[src/rtl/ctrl_pipe_pkg.sv]
// Shared types and defaults for the decoded-control pipeline.
// Holds the E-stage control word layout and its M/W-stage subset.
package ctrl_pipe_pkg;

    localparam int unsigned CTRL_W      = 8;
    localparam int unsigned CTRL_STAGES = 3;

    typedef struct packed {
        logic       memtoreg;
        logic       memwrite;
        logic       alusrc;
        logic       regdst;
        logic       regwrite;
        logic [2:0] alucontrol;
    } ctrl_e_t;

    typedef struct packed {
        logic memtoreg;
        logic memwrite;
        logic regwrite;
    } ctrl_mw_t;

    function automatic ctrl_mw_t ctrl_to_mw(input ctrl_e_t c);
        ctrl_mw_t m;
        m.memtoreg = c.memtoreg;
        m.memwrite = c.memwrite;
        m.regwrite = c.regwrite;
        return m;
    endfunction

endpackage

[src/rtl/ctrl_stage_reg.sv]
// One pipeline register for a control word plus its valid bit.
// Priority at the edge: flush clears, hold keeps, bubble clears, else load.
module ctrl_stage_reg
    import ctrl_pipe_pkg::*;
#(
    parameter int unsigned WIDTH = CTRL_W
) (
    input  logic             clk,
    input  logic             rst,
    input  logic             flush_i,
    input  logic             hold_i,
    input  logic             bubble_i,
    input  logic [WIDTH-1:0] data_i,
    input  logic             valid_i,
    output logic [WIDTH-1:0] data_o,
    output logic             valid_o
);

    logic [WIDTH-1:0] data_q, data_d;
    logic             valid_q, valid_d;

    always_comb begin
        data_d  = data_q;
        valid_d = valid_q;
        if (flush_i || (!hold_i && bubble_i)) begin
            data_d  = '0;
            valid_d = 1'b0;
        end else if (!hold_i) begin
            data_d  = data_i;
            valid_d = valid_i;
        end
    end

    always_ff @(posedge clk or posedge rst) begin
        if (rst) begin
            data_q  <= '0;
            valid_q <= 1'b0;
        end else begin
            data_q  <= data_d;
            valid_q <= valid_d;
        end
    end

    assign data_o  = data_q;
    assign valid_o = valid_q;

endmodule

[src/rtl/ctrl_pipe_chain.sv]
// Parametrised control-word pipeline with per-stage stall/flush, stall
// back-propagation, bubble insertion and saturating retire/bubble counters.
module ctrl_pipe_chain
    import ctrl_pipe_pkg::*;
#(
    parameter int unsigned WIDTH  = CTRL_W,
    parameter int unsigned STAGES = CTRL_STAGES,
    parameter int unsigned CNTW   = 16
) (
    input  logic                    clk,
    input  logic                    reset,
    input  logic [WIDTH-1:0]        d_in,
    input  logic                    valid_in,
    input  logic [STAGES-1:0]       stall,
    input  logic [STAGES-1:0]       flush,
    input  logic                    cnt_clr,
    output logic [STAGES*WIDTH-1:0] stage_data,
    output logic [STAGES-1:0]       stage_valid,
    output logic [STAGES-1:0]       hold,
    output logic [CNTW-1:0]         retire_cnt,
    output logic [CNTW-1:0]         bubble_cnt
);

    localparam int unsigned SUMW = CNTW + 1;
    localparam logic [SUMW-1:0] SAT = {1'b0, {CNTW{1'b1}}};

    logic [STAGES-1:0] e;
    logic [STAGES-1:0] bub;
    logic              retire_ev;
    logic [SUMW-1:0]   bub_n;
    logic [SUMW-1:0]   retire_sum, bubble_sum;
    logic [CNTW-1:0]   retire_q, retire_d;
    logic [CNTW-1:0]   bubble_q, bubble_d;

    // A stall holds its own stage and everything upstream of it.
    always_comb begin
        e = stall;
        for (int i = int'(STAGES) - 1; i > 0; i--) begin
            e[i-1] = stall[i-1] | e[i];
        end
    end

    // Bubble where a held stage feeds a moving, unflushed one.
    always_comb begin
        bub = '0;
        for (int i = 1; i < int'(STAGES); i++) begin
            bub[i] = e[i-1] & ~e[i] & ~flush[i];
        end
    end

    assign hold = e;

    for (genvar g = 0; g < int'(STAGES); g++) begin : g_stage
        logic [WIDTH-1:0] src_data;
        logic             src_valid;
        if (g == 0) begin : g_head
            assign src_data  = d_in;
            assign src_valid = valid_in;
        end else begin : g_body
            assign src_data  = stage_data[(g-1)*WIDTH +: WIDTH];
            assign src_valid = stage_valid[g-1];
        end
        ctrl_stage_reg #(.WIDTH(WIDTH)) u_reg (
            .clk      (clk),
            .rst      (reset),
            .flush_i  (flush[g]),
            .hold_i   (e[g]),
            .bubble_i (bub[g]),
            .data_i   (src_data),
            .valid_i  (src_valid),
            .data_o   (stage_data[g*WIDTH +: WIDTH]),
            .valid_o  (stage_valid[g])
        );
    end

    assign retire_ev = stage_valid[STAGES-1] & ~e[STAGES-1];

    // Saturating counters; clear beats increment.
    always_comb begin
        bub_n = '0;
        for (int i = 0; i < int'(STAGES); i++) begin
            bub_n = bub_n + SUMW'(bub[i]);
        end
        retire_sum = {1'b0, retire_q} + SUMW'(retire_ev);
        bubble_sum = {1'b0, bubble_q} + bub_n;
        retire_d   = (retire_sum > SAT) ? SAT[CNTW-1:0] : retire_sum[CNTW-1:0];
        bubble_d   = (bubble_sum > SAT) ? SAT[CNTW-1:0] : bubble_sum[CNTW-1:0];
        if (cnt_clr) begin
            retire_d = '0;
            bubble_d = '0;
        end
    end

    always_ff @(posedge clk or posedge reset) begin
        if (reset) begin
            retire_q <= '0;
            bubble_q <= '0;
        end else begin
            retire_q <= retire_d;
            bubble_q <= bubble_d;
        end
    end

    assign retire_cnt = retire_q;
    assign bubble_cnt = bubble_q;

endmodule

[config.mk]
export PLATFORM = sky130hd
export DESIGN_NAME = ctrl_pipe_chain
export DESIGN_NICKNAME = d
export VERILOG_FILES = /design/src/rtl/ctrl_pipe_pkg.sv /design/src/rtl/ctrl_stage_reg.sv /design/src/rtl/ctrl_pipe_chain.sv
export SDC_FILE = /design/constraint.sdc
export NUM_CORES = 1
export LEC_CHECK = 0
export BUFFER_PORTS_ARGS = -buffer_cell sky130_fd_sc_hd__buf_2
export CAP_MARGIN = 15
export CORE_AREA = 2 2 82 84
export DETAILED_ROUTE_END_ITERATION = 8
export DIE_AREA = 0 0 84 86
export PLACE_DENSITY = 0.81
export REMOVE_ABC_BUFFERS = 1
export SYNTH_ARGS = -nofsm -noshare
export SYNTH_HDL_FRONTEND = slang
export SYNTH_SLANG_ARGS = --single-unit
[constraint.sdc]
create_clock -name clk -period 3.9 [get_ports clk]
set_clock_uncertainty 0.15 [all_clocks]
set_input_delay 0.39 -clock clk [delete_from_list [all_inputs] [get_ports clk]]
set_output_delay 0.39 -clock clk [all_outputs]
set_load 0.01 [all_outputs]
# After elaboration in Yosys (flattened, before gate mapping)
# Index checks and enable logic that the tools add are counted.
[word_totals]
regBits = 59
input_bits = 18
elab_cells = 49
[classes]
add_sub_neg = 3
eq_ne = 3
bitwise = 11
n_lt_le_gt_ge = 2
reduce_logical = 6
mux = 16
[ops]
columns = ["cell", "count"]
rows = [
  ["two-way mux 16 bit", 4],
  ["two-way mux 8 bit", 6],
  ["> comparator 17 x 16 -> 1 bit (second input constant)", 2],
  ["adder 16 x 1 -> 17 bit", 1],
  ["adder 16 x 2 -> 17 bit", 1],
  ["two-way mux 1 bit", 6],
  ["AND 1 bit", 5],
  ["!= test 2 bit (second input constant)", 2],
  ["inverter 1 bit", 4],
  ["adder 1 x 1 -> 2 bit", 1],
  ["logical AND 1 bit", 2],
  ["zero test 1 bit", 2],
  ["logical OR 1 bit", 2],
  ["!= test 2 x 1 -> 1 bit (second input constant)", 1],
  ["OR 1 bit", 2],
]

# Depth between registers and ports, before layout
# Gate-level depths: netlist of the first run.
[logic_depth]
ltp_word = 9
depth_mapped = 12
mapped_depth_nobuf = 9

# Modules after synthesis
# Synthesis of the first run repeated with hierarchy kept, for this count alone.
[unflattened]
hier_cells = 253
hier_area_um2 = 2896.5
[modules_own_cells]
columns = ["module", "cells_per_inst", "area_each_um2", "instances"]
rows = [
  ["ctrl_pipe_chain", 169, 1755.4, 1],
  ["ctrl_stage_reg", 28, 380.4, 3],
]

# Least setup slack after synthesis of the first run
# OpenSTA, ideal clock, no wires.
[synth_path]
kind = "input -> register"
from = "input stall[2]"
to = "register bubble_q[2] (netlist: bubble_cnt[2])"
required_ns = 3.672
t_arrival_ns = 2.636
path_stages = 12
n_path_buf = 3
slack_ns = 1.035
path_cell_list = "clkbuf_1 clkbuf_1 nor2_1 nand2_1 fa_1 inv_1 ha_1 nand3_1 nor3_1 nand3_1 clkbuf_1 a21oi_1"
[synth_via]
elab_chain_cells = 9
elab_cells_between_ends = 13
[synth_lines]
columns = ["element", "line_no", "source"]
rows = [
  ["start, declared", "ctrl_pipe_chain.sv:14", "input logic [STAGES-1:0] stall,"],
  ["OR 1 bit", "ctrl_pipe_chain.sv:39", "e[i-1] = stall[i-1] | e[i];"],
  ["OR 1 bit or inverter 1 bit (tied branches)", "ctrl_pipe_chain.sv:39, ctrl_pipe_chain.sv:47", ""],
  ["AND 1 bit (2 in a row)", "ctrl_pipe_chain.sv:47", "bub[i] = e[i-1] & ~e[i] & ~flush[i];"],
  ["adder 1 x 1 -> 2 bit (*)", "ctrl_pipe_chain.sv:82", "bub_n = bub_n + SUMW'(bub[i]);"],
  ["adder 16 x 2 -> 17 bit (*)", "ctrl_pipe_chain.sv:85", "bubble_sum = {1'b0, bubble_q} + bub_n;"],
  ["> comparator 17 x 16 -> 1 bit", "ctrl_pipe_chain.sv:87", "bubble_d = (bubble_sum > SAT) ? SAT[CNTW-1:0] : bubble_sum[CNTW-1:0];"],
  ["two-way mux 16 bit (*)", "ctrl_pipe_chain.sv:87", ""],
  ["two-way mux 16 bit (*)", "ctrl_pipe_chain.sv:88", "if (cnt_clr) begin"],
  ["named net bubble_d[2]", "ctrl_pipe_chain.sv:33", "logic [CNTW-1:0] bubble_q, bubble_d;"],
  ["end signal, assigned", "ctrl_pipe_chain.sv:100", "bubble_q <= bubble_d;"],
  ["end, declared", "ctrl_pipe_chain.sv:33", ""],
]
# The timed path passes the listed nets; every way through them passes the cells marked *.
# A chain may end at the register's enable or synchronous reset.

# Worst setup path after layout of the first run
[layout_path]
from = "input stall[2]"
to = "register bubble_q[0] (netlist: bubble_cnt[0])"
# Same word-level chain as after synthesis.

==> results of run 1 <==
==> power breakdown <==
part	leakage [µW]	internal (µW)	total, µW	switching (µW)
Clock	0.0000770	226	475	249
Combinational	0.000708	16.6	58.5	41.9
Sequential	0.000822	617	621	4.50
==> worst paths after layout <==
kind	startpoint	to	depth (start not counted)
worst min register to register	g_stage[0].u_reg.data_o[6]$_DFFE_PP0P_	g_stage[1].u_reg.data_o[6]$_DFFE_PP0P_	1
worst max-delay path	stall[2]	bubble_cnt[0]$_DFF_PP0_	10
worst max register to register	bubble_cnt[0]$_DFF_PP0_	bubble_cnt[0]$_DFF_PP0_	8
max in group asynchronous	reset	g_stage[1].u_reg.data_o[7]$_DFFE_PP0P_	3
min in group clk	d_in[4]	g_stage[0].u_reg.data_o[4]$_DFFE_PP0P_	3
worst min-delay path	reset	retire_cnt[13]$_DFF_PP0_	2
==> cell type report <==
type	instances	area [µm²]	share of cell area (%)
tap	77	96.3	2.89
inverter	14	52.6	1.57
timing repair buffer	80	403	12.1
multi-input combinational	187	1140	34.2
clock inverter	7	45.0	1.35
sequential	59	1480	44.2
clock buffer	9	124	3.71
==> flip-flops by register name, summed over array words and instances (netlist names) <==
name,cells
retire_cnt,16
bubble_cnt,16
g_stage.u_reg.data_o,24
g_stage.u_reg.valid_o,3
==> cells by family (layout without fill, tap and decap cells) <==
family / count (synthesis) / count (layout) / share of synthesized area, %
AO/OA/AOI/OAI: 62 / 62 / 13.7
XOR/XNOR: 19 / 19 / 6.02
adder cells (fa/ha/maj): 5 / 5 / 2.54
buffers and inverters: 31 / 110 / 5.30
flip-flops: 59 / 59 / 53.4
multiplexers: 1 / 1 / 0.362
AND/OR/NAND/NOR: 100 / 100 / 18.7
==> routing by layer <==
layer	wire, µm	global-route usage (%)
met1	2680	25.2
met2	2990	28.8
met3	226	5.68
met4	130	8.21
met5	0	0
==> placed cells by master, fill, tap and decap left out, types with 2 or more instances in the layout <==
| cell type | n |
|---|---|
| a22o_1 | 9 |
| nand4_1 | 3 |
| a31o_2 | 2 |
| and3_1 | 3 |
| nand3_1 | 9 |
| a31oi_1 | 4 |
| a21oi_1 | 41 |
| nor4_1 | 4 |
| xnor2_1 | 19 |
| dfrtp_1 | 59 |
| nor2b_1 | 3 |
| nor3_1 | 10 |
| clkinvlp_4 | 4 |
| clkinv_2 | 3 |
| nand2_1 | 27 |
| nor2_1 | 25 |
| clkbuf_8 | 9 |
| inv_1 | 13 |
| buf_2 | 79 |
| a22oi_1 | 2 |
| ha_1 | 4 |
| nor3b_1 | 8 |
==> worst register-to-register path, delay by kind of cell, from the launching register on <==
| kind | cells | cell delay, ns |
|---|---|---|
| flops | 1 | 0.38 |
| simple gates | 3 | 1.14 |
| fa+ha+maj | 2 | 0.58 |
| buf+inv | 2 | 0.18 |
| compound gates | 1 | 0.28 |
==> through the flow <==
| step | hold WS (ns) | area [µm²] | cells |
|---|---|---|---|
| after floorplan | 0.296 | 2670 | 260 |
| after global placement | 0.357 | 3170 | 417 |
| after detailed placement | 0.362 | 3170 | 417 |
| after CTS | 0.0470 | 3340 | 433 |
| after global routing | 0.0793 | 3340 | 433 |
| final | 0.0283 | 3340 | 433 |
==> flow_metrics.tcl, run 1 <==
set metrics [dict create \
    drive_gt1_share_pct 29.2 \
    grt_pass1_vias 2248 \
    async_flop_share_pct 100 \
    post_cts_buffers 0 \
    final_util_pct 53.2 \
    setup_viol 0 \
    arrival_ns 3.11 \
    yosys.area.top_type_share_pct 53.4 \
    routed_via_density 5.24 \
    fp-row-count 29 \
    final_antenna_net_count 0 \
    hold_class "input pin to async pin" \
    num_antenna_cells 0 \
    tns_ns 0 \
    critPathBufInv 2 \
    wl_um 6030 \
    drcViolationCount 0 \
    synth_ff_type "dfrtp_1" \
    grt_max_degree 37 \
    cts-buffers-inserted 9 \
    htreeDepth 3 \
    drt-wirelength-per-cell_um 13.9 \
    grt_overflow 0 \
    status "complete, no violations" \
    cp_slowest_stage_delay_ns 0.50 \
    track_usage_pct 18.9 \
    hpwlAfterDp_um 4250 \
    max_slew.worst_pin.slew_ns 0.760 \
    fmax_ghz 0.333 \
    crit_family "simple AND/OR/NAND/NOR gates" \
    synthMostInstantiatedCell "dfrtp_1" \
    clockRootBuffer "clkbuf_8" \
    cts_buffer_depth 2 \
    cp_common_cell "nand3_1" \
    drtPass1Iterations 4 \
    critPathLaunchType "input pin" \
    worstPathMaxFanout 21 \
    slew_headroom_pct 49.3 \
    post_cts_resized 0 \
    slew_violations 0 \
    clkSlewWorstSetupHoldPaths_ns 0.07 \
    rsz0062_at_grt "false" \
    clock_latency_ns 0.34 \
    ys_seq_elements 59 \
    yosysTopAreaCell "dfrtp_1" \
    synth-seq-area-share_pct 53.4 \
    num_vias 2267 \
    ir_drop_v 0.000252 \
    reg2reg_setup_slack_ns 1.12 \
    critPathCaptureType "register" \
    drv_cap 0 \
    post-route-min-period_ns 3.01 \
    finalCritPeriodShare_pct 77.1 \
    hold_buffers 0 \
    crit_slowest_cell "nand3_1" \
    synth_area_per_cell_um2 9.97 \
    die_h_um 86 \
    syn2layout_area_growth_pct 20.8 \
    worstPathRequired_ns 4.01 \
    place_ws_ns 0.551 \
    finalHoldViolations 0 \
    synth.distinct_cells 36 \
    io_buffers 79 \
    worstPathCellList "buf_2 -> nor2_1 -> nand3b_1 -> fa_1 -> inv_1 -> ha_1 -> nand3_1 -> nor3_1 -> nand3_1 -> a21oi_1" \
    fin_ws_ns 0.894 \
    fin_nets 374 \
    synth.cell_area_um2 2760 \
    synthTopCellsByArea "dfrtp_1, a21oi_1, xnor2_1" \
    grt_pass1_wl_um 10800 \
    layout.filler_cells 588 \
    gp_congestion 0.849 \
    initial_core_util_pct 44.0 \
    p_leak_uw 0.00161 \
    die_x_um 84 \
    ios 80 \
    antenna_found_initial 0 \
    p_per_area_nw_per_um2 346 \
    drt_iter0_markers 72 \
    tritoncts "built" \
    core-area_um2 6280 \
    synth.top_cells.by_count "dfrtp_1, a21oi_1, nand2_1" \
    synth_cells 277 \
    cts_sinks 59 \
    ys_warn_count 0 \
    power_uw 1160 \
    dieArea_um2 7220 \
    synth_edf_count 0 \
    crit_type "input pin to register" \
]
Power figures use the tool's default switching activity.
==> run 2, diff against run 1 <==
--- a/config.mk
+++ b/config.mk
@@ -5,11 +5,12 @@
 export SDC_FILE = /design/constraint.sdc
 export NUM_CORES = 1
 export LEC_CHECK = 0
+export ABC_AREA = 1
 export BUFFER_PORTS_ARGS = -buffer_cell sky130_fd_sc_hd__buf_2
 export CAP_MARGIN = 15
-export CORE_AREA = 2 2 82 84
+export CORE_AREA = 2 2 86 88
 export DETAILED_ROUTE_END_ITERATION = 8
-export DIE_AREA = 0 0 84 86
+export DIE_AREA = 0 0 88 90
 export PLACE_DENSITY = 0.81
 export REMOVE_ABC_BUFFERS = 1
 export SYNTH_ARGS = -nofsm -noshare
==> constraint.sdc (replaced) <==
create_clock -name clk -period 2.9 [get_ports clk]
set_clock_uncertainty 0.15 [all_clocks]
set_input_delay 0.29 -clock clk [delete_from_list [all_inputs] [get_ports clk]]
set_output_delay 0.29 -clock clk [all_outputs]
set_load 0.01 [all_outputs]
==> run 2 against run 1 <==
- routed wire length is 15% higher
- hold slack better by 0.0060 ns
- final cell count is 23% higher
- sequential share of layout area is 5.3 points lower
- setup slack worse by 0.21 ns
- via count is 15% higher
- critical path type is now register to register
==> flow_metrics.tcl, run 2 <==
set metrics [dict create \
    status "complete, no violations" \
    setup_viol 0 \
    seq_area_um2 1480 \
    top_layer "met4" \
    synth-seq-area-share_pct 47.8 \
    drcViolationCount 0 \
    final_antenna_net_count 0 \
    p_leak_uw 0.00177 \
    cts_buffer_depth 2 \
    synth_ff_type "dfrtp_1" \
    hold_class "input pin to register" \
    yosys.area.top_type_share_pct 47.8 \
    antenna_found_initial 0 \
    cts_sinks 59 \
    combPwrFrac_pct 6.2 \
    p_per_area_nw_per_um2 500 \
    drv_cap 0 \
    reg2reg_setup_slack_ns 0.69 \
    worstPathRequired_ns 3.00 \
    worstPathMaxFanout 15 \
    post-route-min-period_ns 2.21 \
    cts-buffers-inserted 9 \
    num_antenna_cells 0 \
    synth_fa_ha_area_share_pct 2.27 \
    reg2reg_depth 10 \
    layout_commonest_cell "buf_2" \
    grt_overflow 0 \
    synth_top_family_by_area "simple AND/OR/NAND/NOR gates" \
    arrival_ns 2.31 \
    slew_violations 0 \
    reg2reg_from "bubble_cnt[0]$_DFF_PP0_" \
    yosys.area_share.xor_xnor_pct 3.97 \
    synth.top_cells.by_count "nand2_1, dfrtp_1, inv_1" \
    final_util_pct 54.0 \
    fp-row-count 31 \
    pwr-share-seq_pct 44.7 \
    grt_pass1_vias 2649 \
    hp-start "d_in[0]" \
    layout.filler_cells 649 \
    ys_warn_count 0 \
    synth_compound_area_share_pct 15.0 \
    drtPass1Iterations 5 \
    wl_um 6920 \
    ios 80 \
    post_cts_buffers 0 \
    wl_met1_um 2960 \
    drt-wirelength-per-cell_um 13.0 \
    max_slew.worst_pin.slew_ns 0.801 \
    critPathCaptureType "register" \
    swShare_pct 22.3 \
    drt_iter0_markers 72 \
    tritoncts "built" \
    pwr-share-clk_pct 49.1 \
    crit_type "register to register" \
    hold_depth 3 \
    rsz0062_at_grt "false" \
    yosysTopAreaCell "dfrtp_1" \
    finalCritPeriodShare_pct 76.3 \
    dieArea_um2 7920 \
    gp_congestion 0.841 \
    synthMostInstantiatedCell "nand2_1" \
    drive_gt1_share_pct 31.7 \
    switching_power_uw 423 \
    grt_max_degree 37 \
    core-area_um2 7020 \
    synth.cell_area_um2 3090 \
    wl_met3_um 433 \
    synthTopCellsByArea "dfrtp_1, nand2_1, a21oi_2" \
    synth_cells 350 \
    post_cts_resized 0 \
    hold_end "g_stage[0].u_reg.data_o[0]$_DFFE_PP0P_" \
    die_h_um 90 \
    largest_reg_flops 24 \
    reg2reg_to "bubble_cnt[9]$_DFF_PP0_" \
    routed_via_density 4.90 \
    synth_area_per_cell_um2 8.83 \
    ys_seq_elements 59 \
    async_flop_share_pct 100 \
    initial_core_util_pct 44.0 \
    wl_met2_um 3410 \
    synth.mux.area_fraction_pct 0 \
    synth-simple-area-share_pct 21.7 \
    fmax_ghz 0.452 \
    hpwlAfterDp_um 5100 \
    io_buffers 79 \
    clock_latency_ns 0.34 \
    ir_drop_v 0.000329 \
    syn2layout_area_growth_pct 22.6 \
    multiInputGateArea_um2 1330 \
    synth.distinct_cells 33 \
    tns_ns 0 \
    finalHoldViolations 0 \
    critPathLaunchType "register" \
    fin_nets 450 \
    synth_edf_count 0 \
    num_vias 2602 \
    track_usage_pct 19.3 \
    grt_pass1_wl_um 12100 \
    internal_power_uw 1470 \
    clkSlewWorstSetupHoldPaths_ns 0.07 \
    slew_headroom_pct 46.6 \
    die_x_um 88 \
    htreeDepth 3 \
    clockRootBuffer "clkbuf_8" \
    layout_common_cells "buf_2, nand2_1, dfrtp_1" \
]
run 2: worst max-delay path by stage:
stage | slack [ns] | endpoint | start | depth (start not counted)
CTS | 0.65 | bubble_cnt[9]$_DFF_PP0_ | bubble_cnt[0]$_DFF_PP0_ | 10
floorplan | 0.79 | bubble_cnt[11]$_DFF_PP0_ | flush[2] | 11
finish | 0.69 | bubble_cnt[9]$_DFF_PP0_ | bubble_cnt[0]$_DFF_PP0_ | 10
detailed placement | 0.36 | bubble_cnt[15]$_DFF_PP0_ | flush[2] | 12
global placement | 0.43 | bubble_cnt[15]$_DFF_PP0_ | flush[2] | 12
global route | 0.48 | bubble_cnt[9]$_DFF_PP0_ | bubble_cnt[0]$_DFF_PP0_ | 10
run 2: logic make-up after synthesis:
logic type / after synthesis
compound gates: 64
xor+xnor: 14
fa+ha+maj: 5
buf+inv: 66
flops: 59
simple gates: 142
run 2: power by group through the flow:
stage / clock network [µW] / logic (µW) / registers (µW)
floorplan: 0 / 47.1 / 870
CTS: 951 / 119 / 847
global route: 996 / 133 / 848
detailed placement: 0 / 118 / 862
finish: 929 / 118 / 847
global placement: 0 / 114 / 862
run 2: worst max-delay path: stages (launching register included):
cell,delay (ns)
dfrtp_1,0.37
inv_1,0.07
fa_1,0.46
inv_1,0.10
ha_1,0.16
inv_1,0.04
nor2_1,0.12
nand2_2,0.10
nor2_4,0.12
nand3_4,0.22
a21oi_1,0.21
run 2: per-stage QoR:
stage | worst slack (ns) | instance area (µm²) | hold WS, ns | power [µW] | instances
6_report | 0.688 | 3790 | 0.0344 | 1890 | 531
5_1_grt | 0.479 | 3790 | 0.0273 | 1980 | 531
3_3_place_gp | 0.430 | 3530 | 0.304 | 976 | 514
4_1_cts | 0.650 | 3790 | 0.0196 | 1920 | 531
2_1_floorplan | 0.792 | 2990 | 0.196 | 917 | 333
3_5_place_dp | 0.356 | 3530 | 0.322 | 980 | 514
run 2: layout make-up:
| cell class | instances | area share, % |
|---|---|---|
| clock buffer | 10 | 3.63 |
| sequential | 59 | 39.0 |
| multi-input combinational | 225 | 35.0 |
| clock inverter | 6 | 2.97 |
| timing repair buffer | 83 | 11.3 |
| tap | 99 | 3.27 |
| inverter | 49 | 4.85 |
run 2: layer usage:
| metal | vias to the layer above | track usage [%] |
|---|---|---|
| met5 | - | 0 |
| met4 | 0 | 8.72 |
| met3 | 9 | 5.51 |
| met2 | 74 | 31.1 |
| met1 | 1226 | 23.7 |
| li1 | 1293 | - |
run 2: repair_timing:
action,in CTS,in global routing
hold endpoints to repair,34,0
hold buffers,1,0
endpoints found under the setup margin,0,0
==> run 3, diff against run 2 <==
==> constraint.sdc (replaced) <==
create_clock -name clk -period 2.24 [get_ports clk]
set_clock_uncertainty 0.15 [all_clocks]
set_input_delay 0.224 -clock clk [delete_from_list [all_inputs] [get_ports clk]]
set_output_delay 0.224 -clock clk [all_outputs]
set_load 0.01 [all_outputs]
==> run 3 against run 2 <==
- cell area rose by 5.4%
- routed wire length rose by 11%
- combinational power rose by 58%
- clock power rose by 18%
- critical path depth did not move
- largest cell class unchanged
==> flow_metrics.tcl, run 3 (same netlist as run 2, synthesis figures left out) <==
set metrics [dict create \
    status "complete, no violations" \
    ir_drop_v 0.000354 \
    grt_overflow 0 \
    tns_ns 0 \
    gp_congestion 0.798 \
    grt_pass1_vias 2982 \
    swShare_pct 23.9 \
    hold_class "input pin to register" \
    cts_buffer_depth 2 \
    cts_sinks 59 \
    cp_slowest_stage_delay_ns 0.41 \
    drv_cap 0 \
    worstPathMaxFanout 8 \
    track_usage_pct 21.0 \
    critPathLaunch "bubble_cnt[0]$_DFF_PP0_" \
    num_vias 2801 \
    max_slew.worst_pin.slew_ns 0.853 \
    combPwrFrac_pct 7.8 \
    post-route-min-period_ns 2.11 \
    fmax_ghz 0.475 \
    pwr-share-seq_pct 46.1 \
    critPathCaptureType "register" \
    drcViolationCount 0 \
    hpwlAfterDp_um 5450 \
    dp_cells 524 \
    clock_latency_ns 0.34 \
    critPathLaunchType "register" \
    final_cell_count_no_fill 552 \
    antenna_found_initial 0 \
    reg2reg_to "bubble_cnt[13]$_DFF_PP0_" \
    cts-buffers-inserted 9 \
    finalCritPeriodShare_pct 94.0 \
    worstPathCellList "inv_1 -> fa_2 -> inv_2 -> ha_2 -> inv_1 -> nor2_2 -> nand2_2 -> nor2_4 -> nand3_4 -> a21oi_2" \
    reg2reg_depth 10 \
    layout_commonest_cell "buf_2" \
    fp-row-count 31 \
    dieArea_um2 7920 \
    grt_max_degree 36 \
    drive_gt1_share_pct 34.9 \
    drt-wirelength-per-cell_um 13.9 \
    worstPathRequired_ns 2.34 \
    clkSlewWorstSetupHoldPaths_ns 0.08 \
    slew_violations 0 \
    wl_um 7660 \
    initial_core_util_pct 44.0 \
    routed_via_density 5.07 \
    whs_ns 0.120 \
    crit_slowest_cell "fa_2" \
    grt_pass1_wl_um 13200 \
    crit_type "register to register" \
    switching_power_uw 569 \
    drtPass1Iterations 5 \
    slew_headroom_pct 43.2 \
    core-area_um2 7020 \
    cp_common_cell "inv_1" \
    pwr-share-clk_pct 46.1 \
    reg2reg_from "bubble_cnt[0]$_DFF_PP0_" \
    die_x_um 88 \
    finalHoldViolations 0 \
    final_antenna_net_count 0 \
    arrival_ns 2.21 \
    power_uw 2380 \
    die_h_um 90 \
    reg2reg_setup_slack_ns 0.13 \
    cp-endpoint "bubble_cnt[13]$_DFF_PP0_" \
    htreeDepth 3 \
    rsz0062_at_grt "false" \
    tritoncts "built" \
    internal_power_uw 1810 \
    num_antenna_cells 0 \
    clockRootBuffer "clkbuf_8" \
    p_per_area_nw_per_um2 596 \
    largest_reg_flops 24 \
    syn2layout_area_growth_pct 29.2 \
    fin_nets 471 \
    drt_iter0_markers 158 \
    ios 80 \
    setup_viol 0 \
    layout_common_cells "buf_2, nand2_1, dfrtp_1" \
    final_util_pct 56.9 \
    p_leak_uw 0.00184 \
    io_buffers 79 \
]
-- run 3: power by group through the flow --
stage	registers, µW	logic [µW]	clock network [µW]
2_1_floorplan	1130	60.9	0
3_3_place_gp	1120	163	0
3_5_place_dp	1120	167	0
4_1_cts	1100	181	1110
5_1_grt	1100	206	1160
6_report	1100	186	1100
-- run 3: worst max-delay path, delay by kind of cell, from the launching register on --
family          cells  cell delay [ns]
fa+ha+maj           2             0.58
simple gates        4             0.54
flops               1             0.36
buf+inv             3             0.19
compound gates      1             0.19
-- run 3: layout make-up --
class | count | area (µm²)
flip-flops and latches | 59 | 1480
repair buffers | 103 | 613
multi-input cells | 226 | 1370
inverters | 49 | 184
fillers | 620 | 3030
clock inverters | 6 | 88.8
well taps | 99 | 124
clock buffers | 10 | 138
-- run 3: worst min path at each step --
stage              from                                      to  depth (start not counted)
6_report       flush[2]  g_stage[2].u_reg.data_o[0]$_DFFE_PP0P_                          3
5_1_grt        flush[1]  g_stage[1].u_reg.data_o[3]$_DFFE_PP0P_                          3
4_1_cts        flush[2]  g_stage[2].u_reg.data_o[0]$_DFFE_PP0P_                          3
3_5_place_dp      reset  g_stage[0].u_reg.data_o[1]$_DFFE_PP0P_                          2
3_3_place_gp      reset  g_stage[1].u_reg.data_o[4]$_DFFE_PP0P_                          2
2_1_floorplan   cnt_clr                 bubble_cnt[0]$_DFF_PP0_                          1
-- run 3: routing by layer --
layer  global-route usage [%]  up-vias  wire length [µm]
li1                         -     1343                 -
met5                        0        -                 0
met3                     4.68       18               438
met2                     34.5       94              3820
met4                     10.5        0               168
met1                     25.5     1346              3230
-- run 3: metrics by stage --
step	setup WS, ns	cell area, µm²
after floorplan	0.186	2990
after global placement	-0.0163	3620
after detailed placement	-0.0972	3620
after CTS	-0.0152	3940
after global routing	0.0124	3990
final	0.134	3990
-- run 3: timing repair --
| action | CTS | global route |
|---|---|---|
| gates resized for setup | 0 | 10 |
| cloned | 0 | 1 |
| endpoints found under the hold margin | 33 | 0 |
| pin swaps | 0 | 4 |
| endpoints found under the setup margin | 2 | 16 |
| buffers inserted | 0 | 1 |
| hold buffers | 10 | 0 |
